## src/rtl/pipeline_control_unit.sv

```systemverilog
// Main controller for the 5-stage pipeline: Decode control bundle, Execute branch resolution,
// and a run-state FSM (warm-up, run, drain, halted) with an issued-instruction counter.
module pipeline_control_unit #(
    parameter int WIDTH         = 16,
    parameter int OPCODEWIDTH   = 4,
    parameter int WARMUP_CYCLES = 4,
    parameter int DRAIN_CYCLES  = 3
) (
    input  logic                   clock,
    input  logic                   reset,
    input  logic [OPCODEWIDTH-1:0] opcodeD,
    input  logic [OPCODEWIDTH-1:0] opcodeE,
    input  logic                   NE2,
    input  logic                   ZE2,
    input  logic                   VE2,
    input  logic                   CE2,
    input  logic                   resume,
    output logic                   obtainPCAsR1DD,
    output logic                   writeEnableDD,
    output logic                   writeDataEnableMD,
    output logic                   resultSelectorWBD,
    output logic                   data2SelectorED,
    output logic [2:0]             aluControlED,
    output logic                   takeBranchE,
    output logic                   running,
    output logic                   halted,
    output logic [WIDTH-1:0]       issuedCount,
    // Debug view of the run state: 0 WARMUP, 1 RUN, 2 DRAIN, 3 HALTED.
    output logic [1:0]             state_dbg
);

    typedef enum logic [1:0] {
        WARMUP = 2'd0,
        RUN    = 2'd1,
        DRAIN  = 2'd2,
        HALTED = 2'd3
    } state_t;

    localparam int CNT_MAX = (WARMUP_CYCLES > DRAIN_CYCLES) ? WARMUP_CYCLES : DRAIN_CYCLES;
    localparam int CW      = (CNT_MAX > 1) ? $clog2(CNT_MAX) : 1;

    localparam logic [OPCODEWIDTH-1:0] OP_NOP  = OPCODEWIDTH'(4'h0);
    localparam logic [OPCODEWIDTH-1:0] OP_HALT = OPCODEWIDTH'(4'hF);

    state_t          state, state_next;
    logic [CW-1:0]   cnt, cnt_next;
    logic            in_run;
    logic            branch_cond;
    logic            issue_fire;

    // The carry flag has no consumer in the current branch set.
    logic unused_carry;
    assign unused_carry = CE2;

    assign in_run    = (state == RUN);
    assign state_dbg = state;

    // Decode bundle; every state other than RUN issues a NOP.
    always_comb begin
        writeEnableDD     = 1'b0;
        writeDataEnableMD = 1'b0;
        resultSelectorWBD = 1'b0;
        data2SelectorED   = 1'b0;
        obtainPCAsR1DD    = 1'b0;
        aluControlED      = 3'b000;
        if (in_run) begin
            case (opcodeD)
                OPCODEWIDTH'(4'h1): writeEnableDD = 1'b1;
                OPCODEWIDTH'(4'h2): begin writeEnableDD = 1'b1; aluControlED = 3'b001; end
                OPCODEWIDTH'(4'h3): begin writeEnableDD = 1'b1; aluControlED = 3'b010; end
                OPCODEWIDTH'(4'h4): begin writeEnableDD = 1'b1; aluControlED = 3'b011; end
                OPCODEWIDTH'(4'h5): begin writeEnableDD = 1'b1; data2SelectorED = 1'b1; end
                OPCODEWIDTH'(4'h6): begin
                    writeEnableDD   = 1'b1;
                    data2SelectorED = 1'b1;
                    aluControlED    = 3'b001;
                end
                OPCODEWIDTH'(4'h7): begin
                    writeEnableDD     = 1'b1;
                    resultSelectorWBD = 1'b1;
                    data2SelectorED   = 1'b1;
                end
                OPCODEWIDTH'(4'h8): begin writeDataEnableMD = 1'b1; data2SelectorED = 1'b1; end
                OPCODEWIDTH'(4'h9): begin
                    writeEnableDD   = 1'b1;
                    data2SelectorED = 1'b1;
                    aluControlED    = 3'b100;
                end
                OPCODEWIDTH'(4'hA): aluControlED = 3'b001;
                OPCODEWIDTH'(4'hB), OPCODEWIDTH'(4'hC),
                OPCODEWIDTH'(4'hD), OPCODEWIDTH'(4'hE): begin
                    data2SelectorED = 1'b1;
                    obtainPCAsR1DD  = 1'b1;
                end
                default: ;
            endcase
        end
    end

    always_comb begin
        branch_cond = 1'b0;
        case (opcodeE)
            OPCODEWIDTH'(4'hB): branch_cond = 1'b1;
            OPCODEWIDTH'(4'hC): branch_cond = ZE2;
            OPCODEWIDTH'(4'hD): branch_cond = !ZE2;
            OPCODEWIDTH'(4'hE): branch_cond = NE2 ^ VE2;
            default:            branch_cond = 1'b0;
        endcase
    end

    assign takeBranchE = branch_cond & in_run;

    // A taken branch flushes a HALT sitting in Decode, so it neither drains nor counts.
    assign issue_fire = in_run && (opcodeD != OP_NOP) && (opcodeD != OP_HALT) && !takeBranchE;

    always_comb begin
        state_next = state;
        cnt_next   = cnt;
        case (state)
            WARMUP: begin
                if (cnt == CW'(WARMUP_CYCLES - 1)) begin
                    state_next = RUN;
                    cnt_next   = '0;
                end else begin
                    cnt_next = cnt + 1'b1;
                end
            end
            RUN: begin
                if (opcodeD == OP_HALT && !takeBranchE) begin
                    state_next = DRAIN;
                    cnt_next   = '0;
                end
            end
            DRAIN: begin
                if (cnt == CW'(DRAIN_CYCLES - 1)) begin
                    state_next = HALTED;
                    cnt_next   = '0;
                end else begin
                    cnt_next = cnt + 1'b1;
                end
            end
            HALTED: begin
                if (resume) begin
                    state_next = WARMUP;
                    cnt_next   = '0;
                end
            end
            default: begin
                state_next = WARMUP;
                cnt_next   = '0;
            end
        endcase
    end

    always_ff @(posedge clock or posedge reset) begin
        if (reset) begin
            state       <= WARMUP;
            cnt         <= '0;
            running     <= 1'b0;
            halted      <= 1'b0;
            issuedCount <= '0;
        end else begin
            state   <= state_next;
            cnt     <= cnt_next;
            running <= (state_next == RUN);
            halted  <= (state_next == HALTED);
            if (issue_fire && issuedCount != {WIDTH{1'b1}}) begin
                issuedCount <= issuedCount + 1'b1;
            end
        end
    end

endmodule

```

## config.mk

```make
export PLATFORM = sky130hd
export DESIGN_NAME = pipeline_control_unit
export DESIGN_NICKNAME = d
export VERILOG_FILES = /design/src/rtl/pipeline_control_unit.sv
export SDC_FILE = /design/constraint.sdc
export NUM_CORES = 1
export LEC_CHECK = 0
export CAP_MARGIN = 20
export CORE_AREA = 4 4 65 67
export DETAILED_ROUTE_END_ITERATION = 8
export DIE_AREA = 0 0 69 71
export GPL_TIMING_DRIVEN = 0
export PLACE_DENSITY = 0.71
export SLEW_MARGIN = 20
export SYNTH_ARGS = -nofsm -noshare
export SYNTH_HDL_FRONTEND = slang
export SYNTH_SLANG_ARGS = --single-unit
```

## constraint.sdc

```tcl
create_clock -name clock -period 1.8 [get_ports clock]
set_input_delay 0.27 -clock clock [delete_from_list [all_inputs] [get_ports clock]]
set_output_delay 0.27 -clock clock [all_outputs]
set_load 0.01 [all_outputs]
```

==> results of run 1 <==
## final cells by class
cell class              instances  area [sq um]  share of cell area
clock buffers                   4          55.1              0.0249
plain buffers                   8          83.8              0.0380
well taps                      48          60.1              0.0272
inverters                       5          18.8             0.00850
repair buffers                 51           469               0.213
flip-flops and latches         22           553               0.251
multi-input cells             112           967               0.438
## worst max path at each step
stage,startpoint,endpoint,depth (start not counted),slack [ns]
after global routing,issuedCount[1],issuedCount[15],5,-0.04
final,issuedCount[1],issuedCount[15],5,0.04
after floorplan,issuedCount[0],issuedCount[3],7,0.02
after global placement,opcodeD[2],aluControlED[0],5,-0.64
after CTS,opcodeD[2],aluControlED[0],5,-0.17
after detailed placement,opcodeD[2],aluControlED[0],5,-0.71
## metrics by stage
stage,util,cells,power (mW),area (sq um)
final,0.607,250,2.76,2210
after global routing,0.607,250,2.96,2210
after CTS,0.572,243,2.59,2080
after detailed placement,0.518,234,2.05,1880
after global placement,0.518,234,2.01,1880
after floorplan,-,147,1.53,1430
## timing repair
action / 4_1_cts / 5_1_grt
setup buffers: 4 / 7
pin swaps: 3 / 7
endpoints found under the setup margin: 23 / 21
gates resized for setup: 48 / 32
cloned: 1 / 0
## cells in the mapped netlist, types with 2 or more instances
master,count
dfrtp_1,22
nor2_1,12
nor4b_1,2
and3_1,2
nor3_1,7
or2_2,2
xor2_1,14
nand3_1,8
nand2b_1,4
a21oi_1,7
and4_1,4
nor2b_1,2
nor4_1,2
inv_1,5
o31ai_1,2
mux2_2,3
ha_1,5
buf_2,2
buf_6,2
nor4_2,2
nand2_1,10
clkbuf_1,2
o21ai_0,3
nor3b_1,3
## registers in the layout (all words and copies together) (netlist names)
register,flops
issuedCount,16
cnt,2
state_dbg,2
halted,1
running,1
## power by group
group | internal (mW) | switching (mW)
clock network | 0.195 | 0.157
registers | 0.661 | 0.184
logic | 0.851 | 0.709
## cell families (layout without fill, tap and decap cells)
| kind of cell | count (synthesis) | count (layout) | share of synthesized area |
|---|---|---|---|
| xor+xnor | 15 | 15 | 0.0919 |
| flops | 22 | 22 | 0.385 |
| buf+inv | 13 | 68 | 0.0499 |
| simple gates | 68 | 68 | 0.303 |
| fa+ha+maj | 5 | 5 | 0.0437 |
| compound gates | 21 | 21 | 0.103 |
| mux | 3 | 3 | 0.0236 |
## layer usage
layer,up-vias,global-route usage
met1,646,0.174
met4,0,0.0607
met3,2,0.0241
met2,46,0.267
li1,633,-
met5,-,0
==> summary.txt, run 1 <==
Run status
  • Status: finished clean

STA
  • Final hold vios: 0
  • Tmin final: 1.76 ns
  • Least-Margin Pin Slew: between 0.8 and 0.9 ns
  • # setup viols final: 0
  • Relative slew slack: 0.437
  • Setup Skew: 0.00218 ns
  • RSZ-0062 raised after global routing: yes
  • Hold slack: roughly 0.48 ns
  • Max Clk Rate: 567 MHz
  • Setup ws final: 0.0356 ns
  • Setup TNS: 0 ns
  • Slew Viols, Final: 0
  • Final period utilization: 0.980

Logic synthesis
  • Gate count after technology mapping: 147
  • Most used flip-flop cell after synthesis: dfrtp_1
  • Synth top area cells: dfrtp_1, xor2_1, ha_1
  • Net Count, Synth: 167
  • Synth cell types: 44
  • Seq/Total Area, Yosys: 0.385
  • Synth async-reset ratio: 1.00
  • Seq cells post-synth: 22
  • Yosys top cell by area: dfrtp_1
  • Post-Syn Area: between 1000 and 1500 sq um
  • Synth Warn #: 0
  • Avg Cell Area, Syn: 9.73 sq um
  • Synth top area share: 0.385
  • EDFF count, synth: 0

Critical path
  • Reg2Reg Launch Point: issuedCount[1]
  • Reg2Reg Depth: 5
  • Reg2reg end: issuedCount[15]
  • Worst path cell trace: and3_1, nand3_2, or2_4, nor3_1, mux2_2
  • CP max stage delay: 0.43 ns
  • Top Family by Delay on Critical Path: simple AND/OR/NAND/NOR gates
  • Worst Path Max Fanout: 4
  • Slowest cell on the critical path: dfrtp_1
  • Reg2reg setup slack: 0.04 ns
  • Setup crit end kind: flop
  • Setup CP Type: reg2reg
  • Worst path arrival time: 1.92 ns
  • WP buf/inv: 0
  • Critical Path Start Type: flop
  • Req. time, crit path: 1.95 ns

Floorplan
  • Die H: between 70 and 80 um
  • Core area: between 3000 and 4000 sq um
  • Core Rows: 22
  • Initial core utilization: 0.394
  • IO Count: 44
  • Chip width: ~69 um
  • Die Footprint: 4900 sq um

Route
  • Metal2 WL: 1920 um
  • Final WL: 3620 um
  • Detail Route Antenna Nets: 0
  • Via density per instance: between 5 and 6
  • # DRC: 0
  • Via count: about 1300
  • Average wire per standard cell: 14.5 um
  • Wire length on met1: 1500 um
  • Initial drt markers: 67
  • Met3 wire length: 173 um
  • Max Used Layer: met4
  • Pre-antenna DRT Iters: 4

Clock tree
  • Skew-Pair Late Insertion Delay: 0.26 ns
  • Root Buffer: clkbuf_8
  • CTS sink cnt: 22
  • CTS tree: built
  • H-tree Lvls: 1
  • CTS Buf Count: 3
  • Clock transition at the registers of the reported paths: 0.08 ns
  • Longest Clk Path Bufs: 2
  • CTS Hold Bufs: 0

Finish
  • # diodes: 0
  • Area growth from synthesis to layout: 54.3%
  • Layout Nets: 223
  • Fillers: 317
  • Most frequent cells in the layout: clkdlybuf4s50_1, dfrtp_1, xor2_1
  • Commonest non-fill, non-tap cell in the layout: clkdlybuf4s50_1
  • Layout cell share with drive strength beyond 1: 0.337

Power and ir drop
  • Pwr Density: approximately 1200 nW/um^2
  • Static Leak: between 0.8 and 0.9 nW
  • VDD IR-drop max: about 0.64 mV

Run
  • Maxcap violations: 0

Global route
  • Largest net degree at the start of global routing: 23
  • Overflow after GRT: 0
  • Initial antenna violation count: 0
  • Vias in the first global route: ~1300
  • Global-route wire length before repair: 6040 um
  • Gr usage total: 0.148

Place
  • Port buffer count: 39
  • DP Wirelength: 2430 um
  • Setup WS pre-CTS: -0.709 ns
  • Routability cong.: about 0.89

Hold path
  • Hold Crit Class: in2async
(Power assumes the default switching activity.)
==> inputs of run 2 (changes only) <==
--- a/config.mk
+++ b/config.mk
@@ -6,11 +6,9 @@
 export NUM_CORES = 1
 export LEC_CHECK = 0
 export CAP_MARGIN = 20
-export CORE_AREA = 4 4 65 67
+export CORE_AREA = 4 4 83 85
 export DETAILED_ROUTE_END_ITERATION = 8
-export DIE_AREA = 0 0 69 71
-export GPL_TIMING_DRIVEN = 0
-export PLACE_DENSITY = 0.71
+export DIE_AREA = 0 0 87 89
 export SLEW_MARGIN = 20
 export SYNTH_ARGS = -nofsm -noshare
 export SYNTH_HDL_FRONTEND = slang
==> summary.txt, run 2 (synthesized netlist as in run 1, its figures left out) <==
Run status
  • Status: finished clean

Global route
  • Global-route wire length before repair: 5540 um
  • Gr usage total: 0.0883
  • Largest net degree at the start of global routing: 23
  • Overflow after GRT: 0
  • Vias in the first global route: 1265
  • Initial antenna violation count: 0

Finish
  • Commonest non-fill, non-tap cell in the layout: buf_4
  • Top reg by flops: issuedCount
  • Design Area, Final: 2280 sq um
  • Footprint of the multi-input gates: 895 sq um
  • Area growth from synthesis to layout: 59.3%
  • Util after Layout: 0.367
  • Most frequent cells in the layout: buf_4, clkdlybuf4s50_1, dfrtp_1
  • Layout Nets: 238
  • Reg area: 551 sq um
  • Fillers: 627
  • Largest register FFs: 16
  • Layout cell share with drive strength beyond 1: 0.295
  • # diodes: 0

Floorplan
  • Core area: 6200 sq um
  • Chip width: about 87 um
  • Die H: 89 um
  • Die Footprint: 7740 sq um
  • Core Rows: 29
  • IO Count: 44
  • Initial core utilization: 0.230

STA
  • Final hold vios: 0
  • Relative slew slack: 0.675
  • Max Clk Rate: 568 MHz
  • # setup viols final: 0
  • Least-Margin Pin Slew: 0.484 ns
  • Hold slack: 0.343 ns
  • Slew Viols, Final: 0
  • Setup Skew: 0.0103 ns
  • Tmin final: roughly 1.8 ns
  • Final period utilization: 0.977
  • RSZ-0062 raised after global routing: yes

Place
  • Post-DP Area: 2120 sq um
  • DP Wirelength: 2690 um
  • Port buffer count: 42
  • Routability cong.: 0.826

Critical path
  • Req. time, crit path: 1.53 ns
  • Reg2Reg Launch Point: issuedCount[2]
  • Reg2reg setup slack: 0.08 ns
  • Worst Path Max Fanout: 4
  • Critical Path Start Type: primary input
  • Worst path arrival time: 1.49 ns
  • Setup crit end kind: primary output
  • Setup CP Type: in2out
  • Beginning of the critical path: VE2

Route
  • Average wire per standard cell: roughly 12 um
  • # DRC: 0
  • Detail Route Antenna Nets: 0
  • Via density per instance: 4.54
  • Initial drt markers: 94
  • Final WL: 3630 um
  • Pre-antenna DRT Iters: 4
  • Via count: 1336

Clock tree
  • CTS Buf Count: 3
  • Root Buffer: clkbuf_8
  • CTS sink cnt: 22
  • CTS Hold Bufs: 0
  • H-tree Lvls: 1
  • Skew-Pair Late Insertion Delay: 0.27 ns
  • CTS tree: built
  • Clock transition at the registers of the reported paths: 0.09 ns
  • Longest Clk Path Bufs: 2

Power and ir drop
  • Pwr Total: 2.73 mW
  • Static Leak: 0.946 nW
  • VDD IR-drop max: 0.630 mV
  • Pwr Density: 1200 nW/um^2

Hold path
  • Hold Crit Class: in2async

Run
  • Maxcap violations: 0
run 2: cell types whose count changed in the layout (fill, tap and decap cells not counted), moves of 3 or more:
cell and delta:
clkdlybuf4s15_1 +3, clkbuf_2 -5, and4_4 -3, dlygate4sd2_1 +3, and4_1 +3, buf_2 -3, buf_4 +18
run 2: repair_timing:
action / CTS / global route
gates resized for setup: 31 / 15
endpoints found under the setup margin: 21 / 15
gates cloned: 0 / 1
setup buffers: 0 / 1
pin swaps: 1 / 6
run 2: per-stage QoR:
| stage | setup WS [ns] | cells | TNS (ns) |
|---|---|---|---|
| after detailed placement | -0.465 | 288 | -7.98 |
| after global placement | -0.436 | 288 | -7.52 |
| final | 0.0409 | 294 | 0 |
| after floorplan | 0.0217 | 147 | 0 |
| after CTS | 0.00113 | 292 | 0 |
| after global routing | -0.00909 | 294 | -0.00917 |
run 2: critical path: stages:
cell,delay [ns]
clkdlybuf4s50_1,0.42
xnor2_1,0.14
a211o_4,0.37
a21oi_1,0.14
buf_2,0.14
run 2: power breakdown:
group	internal (mW)	switching, mW	total [mW]
registers	0.658	0.140	0.798
clock network	0.297	0.172	0.469
logic	0.788	0.677	1.46
run 2: final timing paths:
check,end,cells after the start
max in group asynchronous,cnt[1],3
worst max-delay path,takeBranchE,5
min in group clock,issuedCount[13],1
worst min-delay path,issuedCount[4],3
worst min register to register,issuedCount[13],1
worst max register to register,issuedCount[15],5
run 2: final cells by class:
class                      instances  share of cell area
multi-input combinational        113               0.393
sequential                        22               0.242
timing repair buffer              73               0.284
tap                               77              0.0423
clock buffer                       3              0.0181
inverter                           5             0.00824
clock inverter                     1              0.0132
run 2: routing by layer:
metal  global-route usage  share of wire  up-vias
li1                     -              -      667
met1                0.112           0.46      640
met2                0.155           0.49       27
met3               0.0120          0.040        2
met4               0.0297         0.0091        0
met5                    0              0        -
